==> src/rtl/dat_mem_pkg.sv <==
`default_nettype none
// ============================================================================
//  Module      : dat_mem_pkg
//  Description : Shared operation and state encodings for the data memory
//                with hardware stack.
//  Revision    : 1.0  initial release
// ============================================================================
package dat_mem_pkg;

    // Operation codes presented by the decode stage; codes 5-7 behave as NOP
    typedef enum logic [2:0] {
        OP_NOP   = 3'd0,
        OP_LOAD  = 3'd1,
        OP_STORE = 3'd2,
        OP_PUSH  = 3'd3,
        OP_POP   = 3'd4
    } op_e;

    // Controller states: post-reset zeroing sweep, then normal service
    typedef enum logic [0:0] {
        ST_CLEAR = 1'b0,
        ST_RUN   = 1'b1
    } state_e;

endpackage
`default_nettype wire

==> src/rtl/dat_mem_stk_sp_ram.sv <==
`default_nettype none
// ============================================================================
//  Module      : sp_ram
//  Description : DW x 2**AW storage array, synchronous write port and
//                combinational read port. Contents have no reset.
//  Revision    : 1.0  initial release
// ============================================================================
module sp_ram #(
    parameter int DW       = 8,
    parameter int AW       = 8,
    parameter int TRACE_EN = 0
) (
    input  logic          clk,
    input  logic          we_i,
    input  logic [AW-1:0] waddr_i,
    input  logic [DW-1:0] wdata_i,
    input  logic [AW-1:0] raddr_i,
    output logic [DW-1:0] rdata_o
);

    localparam int C_DEPTH = 1 << AW;

    logic [DW-1:0] mem_q [C_DEPTH];

    // Single write port; all writers are muxed in the parent
    always_ff @(posedge clk) begin
        if (we_i) begin
            mem_q[waddr_i] <= wdata_i;
        end
    end

    assign rdata_o = mem_q[raddr_i];

`ifndef SYNTHESIS
    // Optional simulation trace of every committed write
    always_ff @(posedge clk) begin
        if ((TRACE_EN != 0) && we_i) begin
            $display("sp_ram: write [%0h] <= %0h", waddr_i, wdata_i);
        end
    end
`endif

endmodule
`default_nettype wire

==> src/rtl/dat_mem_stk.sv <==
`default_nettype none
// ============================================================================
//  Module      : dat_mem_stk
//  Description : Single-port data RAM with a hardware stack in its top
//                STK_DEPTH words, registered reads, sticky overflow /
//                underflow flags and a post-reset zeroing sequencer.
//  Revision    : 1.0  initial release
// ============================================================================
module dat_mem_stk
    import dat_mem_pkg::*;
#(
    parameter int DW        = 8,
    parameter int AW        = 8,
    parameter int STK_DEPTH = 16,
    parameter int TRACE_EN  = 0
) (
    input  logic          clk,
    input  logic          rst_n,
    input  logic [2:0]    op_i,
    input  logic [AW-1:0] addr_i,
    input  logic [DW-1:0] dat_in_i,
    input  logic          err_clr_i,
    output logic [DW-1:0] dat_out_o,
    output logic          rvalid_o,
    output logic          busy_o,
    output logic [AW:0]   stk_cnt_o,
    output logic          full_o,
    output logic          empty_o,
    output logic          ovf_o,
    output logic          udf_o
);

    localparam int            C_DEPTH     = 1 << AW;
    localparam logic [AW:0]   C_DEPTH_W   = (AW+1)'(C_DEPTH);
    localparam logic [AW:0]   C_STK_LIMIT = (AW+1)'(STK_DEPTH);
    localparam logic [AW-1:0] C_LAST_ADDR = '1;

    // Registered state
    state_e        state_q,   state_d;
    logic [AW-1:0] clr_cnt_q, clr_cnt_d;
    logic          busy_q,    busy_d;
    logic [DW-1:0] dat_out_q, dat_out_d;
    logic          rvalid_q,  rvalid_d;
    logic [AW:0]   stk_cnt_q, stk_cnt_d;
    logic          full_q,    full_d;
    logic          empty_q,   empty_d;
    logic          ovf_q,     ovf_d;
    logic          udf_q,     udf_d;

    // Decoded, qualified operations
    logic w_run;
    logic w_load;
    logic w_store;
    logic w_push_ok;
    logic w_push_ovf;
    logic w_pop_ok;
    logic w_pop_udf;

    // RAM port signals
    logic          w_we;
    logic [AW-1:0] w_waddr;
    logic [DW-1:0] w_wdata;
    logic [AW-1:0] w_raddr;
    logic [DW-1:0] w_rdata;

    assign w_run      = (state_q == ST_RUN);
    assign w_load     = w_run && (op_i == OP_LOAD);
    assign w_store    = w_run && (op_i == OP_STORE);
    assign w_push_ok  = w_run && (op_i == OP_PUSH) && !full_q;
    assign w_push_ovf = w_run && (op_i == OP_PUSH) &&  full_q;
    assign w_pop_ok   = w_run && (op_i == OP_POP)  && !empty_q;
    assign w_pop_udf  = w_run && (op_i == OP_POP)  &&  empty_q;

    // Top of stack lives at DEPTH-cnt; the count never reaches 0 when used
    assign w_raddr = w_pop_ok ? AW'(C_DEPTH_W - stk_cnt_q) : addr_i;

    // Write-port arbitration: the clear sweep owns the port while busy
    always_comb begin
        w_we    = 1'b0;
        w_waddr = '0;
        w_wdata = '0;
        if (state_q == ST_CLEAR) begin
            w_we    = 1'b1;
            w_waddr = clr_cnt_q;
        end else if (w_store) begin
            w_we    = 1'b1;
            w_waddr = addr_i;
            w_wdata = dat_in_i;
        end else if (w_push_ok) begin
            // Push below the current top; count < STK_DEPTH <= DEPTH here
            w_we    = 1'b1;
            w_waddr = C_LAST_ADDR - stk_cnt_q[AW-1:0];
            w_wdata = dat_in_i;
        end
    end

    sp_ram #(
        .DW       (DW),
        .AW       (AW),
        .TRACE_EN (TRACE_EN)
    ) u_sp_ram (
        .clk     (clk),
        .we_i    (w_we),
        .waddr_i (w_waddr),
        .wdata_i (w_wdata),
        .raddr_i (w_raddr),
        .rdata_o (w_rdata)
    );

    // Next-state computation for the controller, read path and stack
    always_comb begin
        state_d   = state_q;
        clr_cnt_d = clr_cnt_q;
        busy_d    = busy_q;
        dat_out_d = dat_out_q;
        rvalid_d  = 1'b0;
        stk_cnt_d = stk_cnt_q;
        case (state_q)
            ST_CLEAR: begin
                clr_cnt_d = clr_cnt_q + 1'b1;
                if (clr_cnt_q == C_LAST_ADDR) begin
                    state_d = ST_RUN;
                    busy_d  = 1'b0;
                end
            end
            ST_RUN: begin
                if (w_load || w_pop_ok) begin
                    dat_out_d = w_rdata;
                    rvalid_d  = 1'b1;
                end
                if (w_push_ok) begin
                    stk_cnt_d = stk_cnt_q + 1'b1;
                end else if (w_pop_ok) begin
                    stk_cnt_d = stk_cnt_q - 1'b1;
                end
            end
            default: begin
                state_d = ST_CLEAR;
                busy_d  = 1'b1;
            end
        endcase
        // Sticky flags: a new error outranks a simultaneous clear
        ovf_d   = w_push_ovf ? 1'b1 : (err_clr_i ? 1'b0 : ovf_q);
        udf_d   = w_pop_udf  ? 1'b1 : (err_clr_i ? 1'b0 : udf_q);
        full_d  = (stk_cnt_d == C_STK_LIMIT);
        empty_d = (stk_cnt_d == '0);
    end

    // State registers; async reset restarts the clear sweep from address 0
    always_ff @(posedge clk or negedge rst_n) begin
        if (!rst_n) begin
            state_q   <= ST_CLEAR;
            clr_cnt_q <= '0;
            busy_q    <= 1'b1;
            dat_out_q <= '0;
            rvalid_q  <= 1'b0;
            stk_cnt_q <= '0;
            full_q    <= 1'b0;
            empty_q   <= 1'b1;
            ovf_q     <= 1'b0;
            udf_q     <= 1'b0;
        end else begin
            state_q   <= state_d;
            clr_cnt_q <= clr_cnt_d;
            busy_q    <= busy_d;
            dat_out_q <= dat_out_d;
            rvalid_q  <= rvalid_d;
            stk_cnt_q <= stk_cnt_d;
            full_q    <= full_d;
            empty_q   <= empty_d;
            ovf_q     <= ovf_d;
            udf_q     <= udf_d;
        end
    end

    assign dat_out_o = dat_out_q;
    assign rvalid_o  = rvalid_q;
    assign busy_o    = busy_q;
    assign stk_cnt_o = stk_cnt_q;
    assign full_o    = full_q;
    assign empty_o   = empty_q;
    assign ovf_o     = ovf_q;
    assign udf_o     = udf_q;

endmodule
`default_nettype wire

==> config.mk <==
export PLATFORM = sky130hd
export DESIGN_NAME = dat_mem_stk
export DESIGN_NICKNAME = d
export VERILOG_FILES = /design/src/rtl/dat_mem_pkg.sv /design/src/rtl/dat_mem_stk_sp_ram.sv /design/src/rtl/dat_mem_stk.sv
export SDC_FILE = /design/constraint.sdc
export NUM_CORES = 2
export LEC_CHECK = 0
export CORE_UTILIZATION = 50
export DETAILED_ROUTE_END_ITERATION = 10
export PLACE_DENSITY = 0.67
export SETUP_SLACK_MARGIN = 0.4
export SLEW_MARGIN = 10
export SYNTH_ARGS = -nofsm -noshare
export SYNTH_HDL_FRONTEND = slang
export SYNTH_SLANG_ARGS = --single-unit
==> constraint.sdc <==
create_clock -name clk -period 11.85 [get_ports clk]
set_clock_uncertainty 0.15 [all_clocks]
set_input_delay 2.37 -clock clk [delete_from_list [all_inputs] [get_ports clk]]
set_output_delay 2.37 -clock clk [all_outputs]
set_load 0.005 [all_outputs]
### Yosys cells after proc, flatten, opt, wreduce, memory -nomap -nowiden

Memory sizes are Yosys's and may differ from the RTL's. A register that Yosys moved wholly into a read port is not among the register bits.
Cells that the tools add are included.

* word-level logic and storage cells: 61
* RAM bits: 2048
* input bits: 22
* output and inout port bits: 23
* register bits after elaboration: 24
* memories: 1

Memory list
* u_sp_ram.mem_q: words 256, width 8, read ports 1, clocked after Yosys merged registers in 1, wr ports 1, line dat_mem_stk_sp_ram.sv:23 `logic [DW-1:0] mem_q [C_DEPTH];`

* multiplexer cells: 22
* bitwise operators: 1
* equal/unequal tests: 6
* add/sub/neg operators: 5
* reduce and logical (&&, ||, !) cells: 17

Operators with widths (count)
* $mux 8: 7
* $mux 9: 3
* $mux 1: 12
* $add 9x1->9 const B: 1
* $eq 9x5->1 const B: 1
* $logic_not 9->1: 1
* $sub 9x1->9 const B: 1
* $add 8x1->8 const B: 1
* $eq 8x8->1 const B: 1
* $logic_and 1x1->1: 8
* $sub 1x8->8 const A: 1
* $sub 8x8->8 const A: 1
* $eq 3x2->1 const B: 2
* $reduce_and 2->1: 2
* $reduce_bool 2->1: 2
* $eq 3x1->1 const B: 1
* $eq 3x3->1 const B: 1
* $logic_not 1->1: 3
* $logic_or 1x1->1: 1
* $not 1->1: 1

### Depth between registers and ports, before layout

* word-level depth: 8
* mapped depth: 15
* gate-level depth less buffers: 11

### Modules after synthesis

A second synthesis with hierarchy kept.

* cell total of the unflattened synthesis: 3947
* area, all modules: 81354.3 sq um

Modules (own cells, without submodules)
* sp_ram: area each 79396.1 sq um, sequential area each 61499.0 sq um, instances 1, cells an instance 3725
* dat_mem_stk: area each 1958.1 sq um, sequential area each 803.3 sq um, instances 1, cells an instance 222

### Worst setup path after synthesis

Ideal clock, no wire load.

* path type: input -> register
* start: input op_i[2]
* end: memory u_sp_ram.mem_q[0][0], data pin
* library setup time: 0.870 ns
* data arrival time: 6.647 ns
* path buffers: 2
* path slack: 4.183 ns
* data required time: 10.830 ns
* stages on the path: 6
* path through: nand4b_1 -> nor2_1 -> clkbuf_1 -> or2_2 -> clkbuf_1 -> and2_1

* word-level cells in the longest chain between the ends: 6
* elaborated cells on any way between the ends: 8
* those cells by class: 2 x eq/ne; 3 x mux; 3 x reduce/logical

RTL lines
* start: declaration: line dat_mem_stk.sv:19 `input logic [2:0] op_i,`
* $eq 3x2->1: line dat_mem_stk.sv:69 `assign w_push_ok = w_run && (op_i == OP_PUSH) && !full_q;`
* $logic_and 1x1->1 (2 in a row): line dat_mem_stk.sv:69
* $mux 8: line dat_mem_stk.sv:89 `end else if (w_push_ok) begin`
* $mux 8 *: line dat_mem_stk.sv:85 `end else if (w_store) begin`
* $mux 8 *: line dat_mem_stk.sv:82 `if (state_q == ST_CLEAR) begin`
* net u_sp_ram.wdata_i[0]: line dat_mem_stk_sp_ram.sv:16 `input logic [DW-1:0] wdata_i,`
* end: declaration: line dat_mem_stk_sp_ram.sv:23

Mark *: on every way through the listed nets, which the timed path passes. The rest lies on a longest branch.

### Worst setup path after layout

* start: input op_i[0]
* end: register dat_out_q[2], in the netlist dat_out_o[2] (read register of u_sp_ram.mem_q)

* word-level cells in the longest chain between the ends: 5
* elaborated cells on any way between the ends: 8
* those cells by class: 2 x eq/ne; 1 x mux; 5 x reduce/logical

RTL lines
* $eq 3x3->1: line dat_mem_stk.sv:71 `assign w_pop_ok = w_run && (op_i == OP_POP) && !empty_q;`
* $logic_and 1x1->1 (2 in a row): line dat_mem_stk.sv:71
* $logic_or 1x1->1: line dat_mem_stk.sv:127 `if (w_load || w_pop_ok) begin`
* $reduce_and 2->1 (no line)
* end: declaration: line dat_mem_stk.sv:42 `logic [DW-1:0] dat_out_q, dat_out_d;`

Several ways; a longest one is shown, not always the timed one.
A chain may end at the register's enable or synchronous reset.

==> metrics.md <==
| Metric | Value |
|---|---|
| Setup crit start | `op_i[0]` |
| CTS clk-pin slew, worst paths | `60 ps` |
| Clk_lat worst skew | `850 ps` |
| Synthesis-to-finish area growth | `10.9%` |
| Crit path capture | `dat_out_o[2]` |
| First-pass DRT Iterations | `8` |
| RSZ-0062 raised after global routing | `no` |
| Multi-input gate area | `between 15000 and 20000 sq um` |
| Routed len/inst | `~33 microns` |
| Synth area leaders | `edfxtp_1 73%, mux4_2 5.4%, mux2i_1 3.8%` |
| # rows | `149` |
| # port buffers | `44` |
| Synth Area per Inst | `16.4 sq um` |
| CP Max Fanout | `53` |
| CP required | `12440 ps` |
| Worst-margin pin slew | `1480 ps` |
| Final core occ | `0.561` |
| Ys async rst share | `0.0154` |
| Post-CTS setup buffers | `0` |
| # DRC | `0` |
| Initial core utilization | `0.506` |
| Setup-failing EPs final | `0` |
| Max VDD drop | `between 0.00015 and 0.0002 V` |
| RePlAce Congestion | `0.907` |
| Initial antenna violation count | `13` |
| Total gr overflow | `0` |
| Crit end category | `register` |
| Die width | `411 microns` |
| TritonCTS Buffers | `about 200` |
| Via count | `49833` |
| Post-DRT Antenna Nets | `0` |
| Commonest register cell after synthesis | `edfxtp_1` |
| Number of synthesized flops with an enable pin | `2048` |
| CTS H-Tree Depth | `4` |
| Core area | `166000 sq um` |
| Slew Viols, Final | `0` |
| Routed vias/inst | `6.67` |
| Relative slew slack | `0.0128` |
| Worst hold path startpoint | `busy_o` |
| Hold Vio Cnt, Final | `0` |
| RR Endpoint | `dat_out_o[2]` |
| Max cap viols | `0` |
| Clock root buffer | `clkbuf_16` |
| Nets | `5140` |
| PostCTS Resize Cnt | `0` |
| CP Class | `in2reg` |
| Yosys warns | `0` |
| Count leader, synth | `edfxtp_1` |
| Die area | `169000 sq um` |
| Status | `completed` |
| Clock Sinks | `2080` |
| Critical Path Source Type | `primary input` |
| Seq. cell area | `62300 sq um` |
| Share of cells above drive strength 1 | `0.133` |
| Post-Synthesis Cell Area | `83700 sq um` |
| Clk buf depth | `3` |
| R2r setup slk | `5570 ps` |
| Crit path arrival time | `8060 ps` |
| DP HPWL | `143 mm` |
| Syn Nets | `between 5000 and 6000` |
| Synth Register Bits | `2080` |
| Mapped Cells | `5102` |
| Global-route wire length before repair | `347 mm` |
| Total power | `14.8 mW` |
| Number of cells on the worst reg-to-reg path | `12` |
| Tcrit/Tclk final | `0.630` |
| Final min period | `7470 ps` |
| PD cells | `159 nW/um^2` |
| TNS Setup | `0 ps` |
| Initial DRC Count | `8485` |
| Top cell type's share of synthesized area | `0.734` |
| Post-synth top cells | `2048 x edfxtp_1, 490 x nand2_1, 321 x mux2i_1` |
| Ports | `45` |
| Leak | `26.1 nW` |
| TritonCTS clock tree | `done` |
| Vias in the first global route | `roughly 47000` |
| Distinct cells, synth | `84` |
| Hold-fix buffers, CTS | `0` |
| Drt total wl | `around 240 mm` |
| Post-synthesis sequential area ratio | `0.744` |
| Fmax | `134 MHz` |
| Critical R2R Launch | `empty_o` |
| Fillers | `between 10000 and 15000` |
| Largest net degree at the start of global routing | `213` |
| Synth area leader | `edfxtp_1` |
| Worst Hold Class | `reg2reg` |
| GRT Total Usage | `0.287` |
| Hold slack | `307 ps` |
| Chip height | `411 microns` |
-- cells in the final DEF (no fill, tap or decap), types with 41 or more instances in the layout --
| cell type | synthesis | final |
|---|---|---|
| edfxtp_1 | 2048 | 2048 |
| nand2_1 | 490 | 482 |
| mux2i_1 | 321 | 319 |
| nor2_1 | 311 | 304 |
| a21oi_1 | 231 | 229 |
| clkbuf_16 | 0 | 203 |
| mux4_2 | 200 | 200 |
| nand3_1 | 132 | 130 |
| o21ai_0 | 109 | 108 |
| buf_4 | 40 | 108 |
| o22ai_1 | 104 | 104 |
| a22oi_1 | 75 | 75 |
| a211oi_1 | 75 | 75 |
| o221ai_1 | 67 | 67 |
| clkinv_1 | 1 | 56 |
| and3_1 | 46 | 46 |
| clkdlybuf4s50_1 | 0 | 42 |
| a311oi_1 | 41 | 41 |
-- report_power, final --
group	internal [mW]	leakage (nW)	switching, mW
Sequential	7.95	14.6	0.00000000000000000895
Combinational	0.184	8.42	0.417
Clock	3.49	3.09	2.75
Total	11.6	26.1	3.17
-- per-stage QoR --
stage	setup WS (ps)	cells	cell area (sq um)
finish	4380	7473	92900
global route	4190	7470	92900
CTS	4480	7469	92900
detailed placement	3630	7101	86600
global placement	3750	7101	86600
floorplan	4180	5102	83700
-- per-layer routing --
layer  GRT usage  wire (microns)  vias up
li1            -               -    20402
met1       0.404           93300    25322
met2       0.425          109000     3503
met3      0.0818           32000      590
met4       0.111           10400       16
met5           0              98        -
-- worst max-delay path: stages --
cell	delay (ps)
clkdlybuf4s50_1	560
nand4bb_4	220
nor3_4	40
buf_4	360
nor2_4	580
buf_4	730
buf_4	850
nand2_1	580
o22ai_1	310
o41ai_1	140
o21ai_0	500
o32ai_1	360
a311oi_1	350
-- registers in the layout (all words and copies together), names as in the netlist --
| signal | cells |
|---|---|
| ovf_o | 1 |
| clr_cnt_q | 8 |
| empty_o | 1 |
| busy_o | 1 |
| full_o | 1 |
| state_q | 1 |
| udf_o | 1 |
| dat_out_o | 8 |
| stk_cnt_o | 9 |
| rvalid_o | 1 |
| u_sp_ram.mem_q | 2048 |
-- cell type report --
| cell class | instances | share of cell area |
|---|---|---|
| Sequential cell | 2080 | 0.671 |
| Clock buffer | 245 | 0.0567 |
| Multi-Input combinational cell | 2657 | 0.215 |
| Inverter | 11 | 0.000444 |
| Timing Repair Buffer | 164 | 0.0159 |
| Antenna cell | 4 | 0.000108 |
| Tap cell | 2189 | 0.0295 |
| Clock inverter | 123 | 0.0114 |
-- worst min-delay path by stage --
stage	end	slack [ps]	depth (start not counted)
2_1_floorplan	busy_o	300	1
3_3_place_gp	busy_o	300	1
3_5_place_dp	busy_o	300	1
4_1_cts	busy_o	310	1
5_1_grt	busy_o	320	1
6_report	busy_o	310	1
-- logic make-up (layout without fill, tap and decap cells) --
kind of cell	count (synthesis)	in the layout	synth area share
AOI/OAI and AO/OA	958	958	0.0787
xor gates and xnor gates	17	17	0.00178
and+or+nand+nor	1133	1133	0.0590
adders and majority gates	3	3	0.000448
buffers and inverters	365	543	0.0207
other	0	4	0
DFF	2080	2080	0.744
muxes	546	546	0.0955
(Power assumes the default switching activity.)
